File: config.mk
export PLATFORM = sky130hd
export DESIGN_NAME = calc_accumulator
export DESIGN_NICKNAME = d
export VERILOG_FILES = /design/src/rtl/calc_pkg.sv /design/src/rtl/toggle_sync.sv /design/src/rtl/calc_accumulator.sv
export SDC_FILE = /design/constraint.sdc
export NUM_CORES = 1
export LEC_CHECK = 0
export CELL_PAD_IN_SITES_DETAIL_PLACEMENT = 2
export CELL_PAD_IN_SITES_GLOBAL_PLACEMENT = 2
export CORE_ASPECT_RATIO = 1.75
export CORE_MARGIN = 8
export CORE_UTILIZATION = 29
export DETAILED_ROUTE_END_ITERATION = 10
export PLACE_DENSITY = 0.8
export SLEW_MARGIN = 20
export SYNTH_ARGS = -nofsm -noshare
export SYNTH_HDL_FRONTEND = slang
export SYNTH_HIERARCHICAL = 1
export SYNTH_SLANG_ARGS = --single-unit
File: constraint.sdc
create_clock -name clk -period 2.85 [get_ports clk]
set_input_delay 0.4275 -clock clk [delete_from_list [all_inputs] [get_ports clk]]
set_output_delay 0.4275 -clock clk [all_outputs]
set_load 0.05 [all_outputs]
File: src/rtl/calc_pkg.sv
// Shared definitions for the calculator accumulator datapath:
// command encoding, pending-flag bit positions and the priority encoder.
package calc_pkg;

  localparam int DEFAULT_WIDTH = 16;
  localparam int DEFAULT_CNT_W = 8;

  // Bit positions of each command inside the pending / event vectors
  localparam int PEND_RESET  = 0;
  localparam int PEND_UPDATE = 1;
  localparam int PEND_STORE  = 2;
  localparam int PEND_SHOW   = 3;
  localparam int NUM_CMDS    = 4;

  typedef enum logic [2:0] {
    CMD_NONE,
    CMD_RESET,
    CMD_UPDATE,
    CMD_STORE,
    CMD_SHOW
  } cmd_e;

  // Pick the single command to run this cycle: reset > update > store > show
  function automatic cmd_e selectCmd(input logic [NUM_CMDS-1:0] pending);
    cmd_e cmd;
    cmd = CMD_NONE;
    if (pending[PEND_RESET]) begin
      cmd = CMD_RESET;
    end else if (pending[PEND_UPDATE]) begin
      cmd = CMD_UPDATE;
    end else if (pending[PEND_STORE]) begin
      cmd = CMD_STORE;
    end else if (pending[PEND_SHOW]) begin
      cmd = CMD_SHOW;
    end
    return cmd;
  endfunction

  // One-hot mask of the pending flag that a given command retires
  function automatic logic [NUM_CMDS-1:0] cmdMask(input cmd_e cmd);
    logic [NUM_CMDS-1:0] mask;
    mask = '0;
    case (cmd)
      CMD_RESET:  mask[PEND_RESET]  = 1'b1;
      CMD_UPDATE: mask[PEND_UPDATE] = 1'b1;
      CMD_STORE:  mask[PEND_STORE]  = 1'b1;
      CMD_SHOW:   mask[PEND_SHOW]   = 1'b1;
      default:    mask = '0;
    endcase
    return mask;
  endfunction

endpackage

File: src/rtl/toggle_sync.sv
// Toggle-command receiver: two-flop synchronizer followed by a change
// detector. Any change of level becomes a one-cycle event pulse.
// After reset the detector stays quiet until the synchronizer has refilled,
// so a line that was already resting high is not mistaken for a toggle.
module toggle_sync
  import calc_pkg::*;
(
  input  logic clk,
  input  logic rst,
  input  logic i_level,
  output logic o_event
);

  logic r_sync1;
  logic r_sync2;
  logic r_prev;
  logic r_fill;
  logic r_primed;

  // Synchronize the level, track its previous value and run the priming gate;
  // while unprimed, prev follows the value sync2 is about to take
  always_ff @(posedge clk) begin
    if (rst) begin
      r_sync1  <= 1'b0;
      r_sync2  <= 1'b0;
      r_prev   <= 1'b0;
      r_fill   <= 1'b0;
      r_primed <= 1'b0;
    end else begin
      r_sync1  <= i_level;
      r_sync2  <= r_sync1;
      r_fill   <= 1'b1;
      r_primed <= r_fill;
      r_prev   <= r_primed ? r_sync2 : r_sync1;
    end
  end

  assign o_event = r_primed & (r_sync2 ^ r_prev);

endmodule

File: src/rtl/calc_accumulator.sv
// Datapath responder for the calculator control FSM. Each toggle of
// update/show/store/reset is one command; commands are queued as pending
// flags and retired one per cycle in priority order. Owns total, operand,
// overflow, operation counter and the display source selection.
module calc_accumulator
  import calc_pkg::*;
#(
  parameter int WIDTH = DEFAULT_WIDTH,
  parameter int CNT_W = DEFAULT_CNT_W
) (
  input  logic             clk,
  input  logic             rst,
  input  logic             update,
  input  logic             show,
  input  logic             store,
  input  logic             reset,
  input  logic [WIDTH-1:0] number,
  output logic [WIDTH-1:0] total,
  output logic [WIDTH-1:0] operand,
  output logic [WIDTH-1:0] display,
  output logic             show_total,
  output logic             overflow,
  output logic [CNT_W-1:0] op_count
);

  logic [NUM_CMDS-1:0] w_levels;
  logic [NUM_CMDS-1:0] w_event;
  logic [NUM_CMDS-1:0] w_effPending;
  logic [NUM_CMDS-1:0] w_pendingNext;
  logic [NUM_CMDS-1:0] r_pending;
  cmd_e                w_cmd;
  logic [WIDTH:0]      w_sum;

  logic [WIDTH-1:0]    r_total;
  logic [WIDTH-1:0]    r_operand;
  logic                r_showTotal;
  logic                r_overflow;
  logic [CNT_W-1:0]    r_opCount;

  assign w_levels[PEND_RESET]  = reset;
  assign w_levels[PEND_UPDATE] = update;
  assign w_levels[PEND_STORE]  = store;
  assign w_levels[PEND_SHOW]   = show;

  for (genvar g = 0; g < NUM_CMDS; g++) begin : g_sync
    toggle_sync u_sync (
      .clk     (clk),
      .rst     (rst),
      .i_level (w_levels[g]),
      .o_event (w_event[g])
    );
  end

  // A fresh event merges with the stored flags, so it can run in the cycle it
  // arrives and a repeat of an already-waiting command collapses into one
  assign w_effPending = r_pending | w_event;
  assign w_sum        = {1'b0, r_total} + {1'b0, r_operand};

  // Choose this cycle's command and work out which flags remain afterwards;
  // a reset command wipes everything, including events landing this cycle
  always_comb begin
    w_cmd         = selectCmd(w_effPending);
    w_pendingNext = w_effPending & ~cmdMask(w_cmd);
    if (w_cmd == CMD_RESET) begin
      w_pendingNext = '0;
    end
  end

  // Pending flags and arithmetic state; exactly one command retires per cycle
  always_ff @(posedge clk) begin
    if (rst) begin
      r_pending   <= '0;
      r_total     <= '0;
      r_operand   <= '0;
      r_showTotal <= 1'b0;
      r_overflow  <= 1'b0;
      r_opCount   <= '0;
    end else begin
      r_pending <= w_pendingNext;
      case (w_cmd)
        CMD_RESET: begin
          r_total     <= '0;
          r_operand   <= '0;
          r_showTotal <= 1'b0;
          r_overflow  <= 1'b0;
          r_opCount   <= '0;
        end
        CMD_UPDATE: begin
          r_total    <= w_sum[WIDTH-1:0];
          r_overflow <= r_overflow | w_sum[WIDTH];
          if (r_opCount != '1) begin
            r_opCount <= r_opCount + CNT_W'(1);
          end
        end
        CMD_STORE: begin
          r_operand <= number;
        end
        CMD_SHOW: begin
          r_showTotal <= ~r_showTotal;
        end
        default: begin
        end
      endcase
    end
  end

  assign total      = r_total;
  assign operand    = r_operand;
  assign show_total = r_showTotal;
  assign overflow   = r_overflow;
  assign op_count   = r_opCount;
  assign display    = r_showTotal ? r_total : r_operand;

endmodule

# Yosys cells after proc, flatten, opt, wreduce, memory -nomap -nowiden

Index checks and enable logic that the tools add are counted.

Register bits: 60
Input bits: 22
Output and inout bits: 58
Word-level logic and storage cells: 66

$add $sub $neg: 2
Eq/ne operators: 6
Multiplexer cells: 20
Bitwise operators: 13
Reductions and logical operators: 5

Operators with widths:

| operator                                             | number |
|---|---|
| one-hot mux 16 bit (2 select lines)                  | 2 |
| adder 16 x 16 -> 17 bit                              | 1 |
| two-way mux 16 bit                                   | 1 |
| one-hot mux 8 bit (2 select lines)                   | 1 |
| two-way mux 3 bit                                    | 4 |
| two-way mux 1 bit                                    | 9 |
| adder 8 x 1 -> 8 bit (second input constant)         | 1 |
| two-way mux 8 bit                                    | 1 |
| inequality test 8 bit (second input constant)        | 1 |
| equality test 3 x 2 -> 1 bit (second input constant) | 2 |
| nonzero test 2 bit                                   | 3 |
| AND 1 bit                                            | 4 |
| AND 4 bit                                            | 1 |
| inverter 4 bit                                       | 1 |
| bitwise OR 4 bit                                     | 1 |
| one-hot mux 1 bit (2 select lines)                   | 2 |
| bitwise XOR 1 bit                                    | 4 |
| equality test 3 x 1 -> 1 bit (second input constant) | 1 |
| equality test 3 bit (second input constant)          | 1 |
| inequality test 2 bit (second input constant)        | 1 |
| AND reduction 2 bit                                  | 1 |
| OR reduction 2 bit                                   | 1 |
| inverter 1 bit                                       | 1 |
| bitwise OR 1 bit                                     | 1 |

# Longest topological paths before layout

Gate-level depths: netlist of run 1.

Depth in word-level cells: 11
Gate-level depth with buffers: 9
Depth with buffers taken out: 9

# Cells and area by module

The synthesis of run 1 kept the hierarchy.

Modules (own cells, without submodules):

| module           | times used | cells an instance | area each (µm²) | seq. area each (µm²) |
|---|---|---|---|---|
| calc_accumulator | 1          | 323               | 2657.5          | 920.9 |
| toggle_sync      | 4          | 13                | 151.4           | 100.1 |

# Worst setup path after synthesis of run 1

No wires, ideal clock.

Path type: flip-flop to output port
Start: register r_showTotal (netlist: show_total)
End: output display[1]
Data arrival time: 2.116 ns
Data required time: 2.423 ns
Setup slack: 0.306 ns
Cell stages (with the launch flop): 4
Buffers on the path: 2
Cell sequence: dfxtp_1 > clkbuf_1 > buf_1 > o21ai_0

Word-level cells in the longest chain between the ends: 1

RTL lines:

| item                     | line                    | source |
|---|---|---|
| start: declaration       | calc_accumulator.sv:36  | `logic r_showTotal;` |
| start signal: assignment | calc_accumulator.sv:99  | `r_showTotal <= ~r_showTotal;` |
| two-way mux 16 bit       | calc_accumulator.sv:112 | `assign display = r_showTotal ? r_total : r_operand;` |
| end: declaration         | calc_accumulator.sv:20  | `output logic [WIDTH-1:0] display,` |

Every way passes these cells.

# Final worst setup path of run 1

Start: register r_showTotal (netlist: show_total)
End: output display[8]

The elaborated chain is that of the path after synthesis.

==> impl_results.md, run 1 <==
* Endpoints failing hold at 0
* Worst-path maximum fanout at 12
* Htree depth at 3
* Slew headroom at 44.0%
* Wirelength, routed at 11400 um
* Measured slew at the worst slew-check pin at 834 ps
* Initial drt markers at 65
* Ys async rst share at 0%
* Unrepaired setup endpoints after global routing: no
* Core Rows at 51
* Worst-skew pair later-pin latency at 330 ps
* Clk pwr share at 47.1%
* Worst vdd ir at 0.000316 V
* Layout Nets at 505
* Post-route setup TNS at 0 ps
* Gr ovfl total at 0
* Final std cells w/o fill at 601
* Inst Count DP at 586
* Reg2Reg Setup Slack at 510 ps
* Reg-to-Reg End: total[14]
* Detailed-route DRC error count at 0
* Antenna diodes at 0
* CTS Buffer Depth at 2
* Clock skew at 4.55 ps
* Post-synth EDFFs at 0
* Total track usage at 15.8%
* R2R Path Start: total[0]
* Crit path kind: reg2out
* CTS Buf Count at 9
* Clock tree root buffer cell: clkbuf_16
* Internal power at 1.58 mW
* Main synth FF type: dfxtp_1
* Number of synthesis warnings at 6
* Critical path data required time at 2420 ps
* First-pass DRT Iterations at 4
* Psw at 0.485 mW
* Crit path launch type: flop
* Outcome: completed
* DR vias at 3089
* Crit end category: output pin
* Setup violators final at 0
* P_leak at 1.75 nW
* Mapped Avg Cell Area at 8.70 sq um
* RePlAce Congestion at 0.811
* Number of global-route vias before repair at 3555
* Reg2Reg Depth at 9
* Critical Path Max Stage Delay at 710 ps
* Die ar. at 0.0150 sq mm
* First-pass GRT wire length at 18200 um
* Logic gate share of total power at 6.8%
* Crit share post-route at 84.3%
* Ratio of cells with drive above 1 in the final layout at 10.7%
* Yosys reg bits at 66
* Register share of total power at 46.1%
* Most common cell after layout, fill and taps aside: clkdlybuf4s50_1
* Vias per inst at 5.14
* Die Ht at 156 um
* Power Dens Cells at 462 mW/mm^2
* Util after Layout at 40.6%
* Clock Sink Count at 66
* Post-CTS Resized at 0
* Initial antenna violation count at 0
* FF+latch area at 0.00132 sq mm
* Area grow syn2layout at 37.3%
* Top cells by area, synth: dfxtp_1 (40%), nand2_1 (6.6%), ha_1 (6.5%)
* Netlist cell types at 55
* Clk slew on worst S/H paths at 50 ps
* Sequential fraction of the synthesis area at 40.5%
* Hold Startpoint: g_sync[1].u_sync/r_fill
* Switching part of the total power at 23.4%
* Area leader, netlist: dfxtp_1
* CORE AREA at 0.0110 sq mm
* Post-CTS Setup Repair Bufs at 0
* Most frequent cells in the layout: clkdlybuf4s50_1 (79), dfxtp_1 (66), nand2_1 (57)
* Max stage delay cell, worst path: clkdlybuf4s50_1
* Filler cells at 1244
* Slew Viols, Final at 0
* Hold/Removal Path Class: reg2reg
* Largest net degree at the start of global routing at 22
* Mapped cell area at 0.00326 sq mm
* F_max at 416 MHz
* Port Buffer Count at 79
* Die W at 96.2 um
* Mapped Cells at 375
* Starting density of the core at 29.6%
* CTS tree: built
* Fin crit period at 2400 ps
* Share of the synthesized area in the top cell type at 40.5%
* Post-CTS Hold Buffers at 0
* Drt wl/cell at 19.0 um
* Worst hold stages at 1
* Hold Crit Endpoint: g_sync[1].u_sync/r_primed
* Max_cap viols at 0
* Num ports at 80
* Critical-path cell list: buf_4 > mux2_2 > clkdlybuf4s50_1
* Routed Antenna Nets at 0
* Arr. time, crit path at 1980 ps
* Multi-input gate area at 0.00183 sq mm
* Post-DP HPWL at 8660 um
==> cells by family after synthesis <==
logic type / count (synthesis) / synth area share, %
simple gates: 145 / 20.9
compound gates: 88 / 16.9
flops: 66 / 40.5
buf+inv: 22 / 3.57
mux: 21 / 7.06
fa+ha+maj: 18 / 7.13
xor+xnor: 14 / 3.76
other cells: 1 / 0.115
==> through the flow <==
| stage | hold WS, ps | worst slack (ps) | power (mW) | area, sq um |
|---|---|---|---|---|
| floorplan | 414 | 306 | 1.05 | 3270 |
| global placement | 419 | 624 | 1.11 | 4230 |
| detailed placement | 440 | 542 | 1.12 | 4230 |
| CTS | 451 | 415 | 2.10 | 4480 |
| global route | 460 | 387 | 2.14 | 4480 |
| finish | 440 | 447 | 2.07 | 4480 |
==> flip-flops by register name, indices dropped and copies added, names as in the netlist <==
signal                  cells
op_count                    8
operand                    16
total                      16
g_sync.u_sync/r_prev        4
g_sync.u_sync/r_sync2       4
r_pending                   4
show_total                  1
g_sync.u_sync/r_sync1       4
g_sync.u_sync/r_primed      4
overflow                    1
g_sync.u_sync/r_fill        4
==> worst max-delay path, delay by kind of cell (launching register included) <==
family                 cells  cell delay [ps]
buffers and inverters      2              940
flip-flops                 1              340
multiplexers               1              360
==> area by class of cell <==
cell class	instances	share of cell area [%]
Multi-Input combinational cell	288	40.8
Sequential cell	66	29.5
Timing Repair Buffer	90	19.5
Clock buffer	12	5.28
Tap cell	132	3.69
Inverter	10	0.838
Clock inverter	3	0.391
==> routing by layer <==
| metal | up-vias | track usage (%) | wire length, um |
|---|---|---|---|
| li1 | 1484 | - | - |
| met4 | 0 | 8.11 | 402 |
| met2 | 59 | 29.7 | 6490 |
| met1 | 1526 | 15.0 | 4020 |
| met5 | - | 0 | 0 |
| met3 | 20 | 3.60 | 485 |
==> worst max-delay path by stage <==
stage | from | end | slack (ps) | depth (start not counted)
global route | operand[0] | total[14] | 390 | 9
CTS | show_total | display[8] | 410 | 3
finish | show_total | display[8] | 450 | 3
floorplan | show_total | display[1] | 310 | 3
detailed placement | total[0] | total[14] | 540 | 9
global placement | total[0] | total[14] | 620 | 9
==> power groups by stage <==
stage               Sequential (mW)  Clock [mW]  Combinational (mW)
floorplan                     0.981           0              0.0666
global placement              0.971           0               0.138
detailed placement            0.973           0               0.143
CTS                           0.954        1.00               0.145
global route                  0.956        1.03               0.154
finish                        0.954       0.974               0.142
==> synthesized netlist by cell type, drive strengths merged, types with 3 or more instances <==
| master | n |
|---|---|
| a211oi | 4 |
| dfxtp | 66 |
| nor2b | 14 |
| and3 | 9 |
| o21a | 4 |
| buf | 5 |
| and2 | 6 |
| a21o | 3 |
| o21ai | 23 |
| or3 | 3 |
| nor2 | 30 |
| xnor2 | 4 |
| a21oi | 37 |
| nor3 | 9 |
| xor2 | 10 |
| nand2 | 57 |
| inv | 10 |
| clkbuf | 7 |
| mux2i | 5 |
| nand3 | 10 |
| ha | 17 |
| mux2 | 16 |
Power figures use the tool's default switching activity.
==> run 2: changes to the inputs <==
==> constraint.sdc (replaced) <==
create_clock -name clk -period 2.4 [get_ports clk]
set_input_delay 0.36 -clock clk [delete_from_list [all_inputs] [get_ports clk]]
set_output_delay 0.36 -clock clk [all_outputs]
set_load 0.05 [all_outputs]
==> run 2 against run 1 <==
Net effect:
- clock-buffer cell count shrank 2
- flip-flop and latch count unchanged
- final area increased by 0.70%
- combinational power is 21% higher
- worst setup slack worse by 340 ps
- first-iteration DRC count increased by 32%
- via count increased by 0.36%
- wire length down 2.0%
- critical path type is now reg2reg
- critical endpoint is now total[14]
==> impl_results.md, run 2 (synthesized netlist as in run 1, its figures left out) <==
* Outcome: completed (unchanged)
* Setup violators final at 0 (unchanged)
* CORE AREA at 0.0110 sq mm (unchanged)
* Critical Path Max Stage Delay at 430 ps (was 710 ps)
* Clock Sink Count at 66 (unchanged)
* Slew headroom at 64.9% (was 44.0%)
* Initial drt markers at 86 (was 65)
* Filler cells at 1255 (was 1244)
* First-pass GRT wire length at 17900 um (was 18200 um)
* Area grow syn2layout at 38.3% (was 37.3%)
* Htree depth at 3 (unchanged)
* Clock tree root buffer cell: clkbuf_16 (unchanged)
* Unrepaired setup endpoints after global routing: no (unchanged)
* Clock skew at 7.50 ps (was 4.55 ps)
* Crit end category: flop (was output pin)
* Crit share post-route at 95.7%
* Port Buffer Count at 79 (unchanged)
* First-pass DRT Iterations at 4 (unchanged)
* DR vias at 3100 (was 3089)
* Hold/Removal Path Class: reg2reg (unchanged)
* Critical path buffers and inverters at 1 (was 2)
* Number of global-route vias before repair at 3526 (was 3555)
* Post-CTS Hold Buffers at 0 (unchanged)
* Measured slew at the worst slew-check pin at 524 ps (was 834 ps)
* Top Family by Delay on Critical Path: compound AO/OA/AOI/OAI gates (was buffers and inverters)
* Crit path kind: reg2reg (was reg2out)
* Die W at 96.2 um (unchanged)
* Most frequent cells in the layout: dfxtp_1 (64), clkdlybuf4s50_1 (62), nand2_1 (57) (was clkdlybuf4s50_1 (79), dfxtp_1 (66), nand2_1 (57))
* Ratio of cells with drive above 1 in the final layout at 16.1% (was 10.7%)
* CTS Buf Count at 9 (unchanged)
* Largest net degree at the start of global routing at 24 (was 22)
* Wirelength, routed at 11200 um (was 11400 um)
* Starting density of the core at 29.6% (unchanged)
* F_max at 435 MHz
* Num ports at 80 (unchanged)
* RePlAce Congestion at 0.795 (was 0.811)
* Die Ht at 156 um (unchanged)
* Clk slew on worst S/H paths at 60 ps (was 50 ps)
* Critical path data required time at 2620 ps (was 2420 ps)
* Detailed-route DRC error count at 0 (unchanged)
* Slew Viols, Final at 0 (unchanged)
* CTS tree: built (unchanged)
* Drt wl/cell at 18.5 um (was 19.0 um)
* Worst-skew pair later-pin latency at 340 ps (was 330 ps)
* Worst-path maximum fanout at 4 (was 12)
* Initial antenna violation count at 0 (unchanged)
* Total track usage at 15.6% (was 15.8%)
* Post-route setup TNS at 0 ps (unchanged)
* CTS Buffer Depth at 2 (unchanged)
* Vias per inst at 5.12 (was 5.14)
* Max_cap viols at 0 (unchanged)
* FF+latch area at 0.00132 sq mm (about the same)
* Core Rows at 51 (unchanged)
* Multi-input gate area at 0.00184 sq mm (was 0.00183 sq mm)
* Endpoints failing hold at 0 (unchanged)
* Layout Nets at 508 (was 505)
* Fin crit period at 2300 ps
* Post-DP HPWL at 8480 um (was 8660 um)
* Gr ovfl total at 0 (unchanged)
* Most common cell after layout, fill and taps aside: dfxtp_1 (was clkdlybuf4s50_1)
* Critical-path cell list: ha_1 > inv_1 > fa_1 > nor2b_4 > o211ai_2 > a31oi_4 > a311o_1 > o2111a_1 > o22ai_1 (was buf_4 > mux2_2 > clkdlybuf4s50_1)
* Post-CTS Setup Repair Bufs at 0 (unchanged)
* Arr. time, crit path at 2510 ps (was 1980 ps)
* Final worst setup slack at 103 ps (was 447 ps)
* Worst vdd ir at 0.000394 V (was 0.000316 V)
* Power Dens Cells at 562 mW/mm^2 (was 462 mW/mm^2)
* P_leak at 1.81 nW (was 1.75 nW)
* Max stage delay cell, worst path: fa_1 (was clkdlybuf4s50_1)
* Crit path launch type: flop (unchanged)
* Post-Place Worst Slack at 36.9 ps (was 542 ps)
* Die ar. at 0.0150 sq mm (unchanged)
* Antenna diodes at 0 (unchanged)
* Routed Antenna Nets at 0 (unchanged)
-- run 2: cell type report --
class | count | share of cell area (%)
clock buffers | 10 | 5.30
clock inverters | 6 | 0.943
inverters | 10 | 0.832
multi-input cells | 288 | 40.7
flip-flops and latches | 66 | 29.3
well taps | 132 | 3.66
repair buffers | 93 | 19.2
-- run 2: path summary, 6_finish.rpt --
path,from,endpoint,slack [ps],depth (start not counted)
min reg2reg,g_sync[0].u_sync/r_fill,g_sync[0].u_sync/r_primed,440,1
max reg2reg,operand[0],total[14],100,9
min,g_sync[0].u_sync/r_fill,g_sync[0].u_sync/r_primed,440,1
max,operand[0],total[14],100,9
-- run 2: timing repair --
item,in CTS,in global routing
endpoints found under the setup margin,1,1
hold endpoints to repair,0,0
gates resized for setup,1,0
pin swaps,1,2
-- run 2: worst reg2reg max path: cells and delay by family (launching register included) --
family	cells	cell delay (ps)
buffers and inverters	1	70
AND/OR/NAND/NOR	1	160
AO/OA/AOI/OAI	5	1000
flip-flops	1	340
adder cells (fa/ha/maj)	2	610
-- run 2: per-stage QoR --
step / power, mW / std cells / cell area (sq um) / util, % / hold slack [ps]
detailed placement: 1.33 / 589 / 4220 / 38.2 / 435
finish: 2.54 / 605 / 4510 / 40.9 / 440
global placement: 1.32 / 589 / 4220 / 38.2 / 418
CTS: 2.57 / 605 / 4510 / 40.9 / 449
floorplan: 1.24 / 376 / 3270 / - / 414
global route: 2.62 / 605 / 4510 / 40.9 / 466
-- run 2: routing by layer --
| metal | up-vias | GRT usage (%) | routed length (um) |
|---|---|---|---|
| li1 | 1489 | - | - |
| met1 | 1535 | 15.1 | 4040 |
| met2 | 57 | 29.7 | 6460 |
| met3 | 19 | 3.31 | 412 |
| met4 | 0 | 6.71 | 262 |
| met5 | - | 0 | 0 |
-- run 2: power breakdown --
group	internal, mW	switching, mW	leakage, nW
Sequential	1.12	0.0129	0.539
Clock	0.726	0.508	0.134
Combinational	0.0756	0.0959	1.14
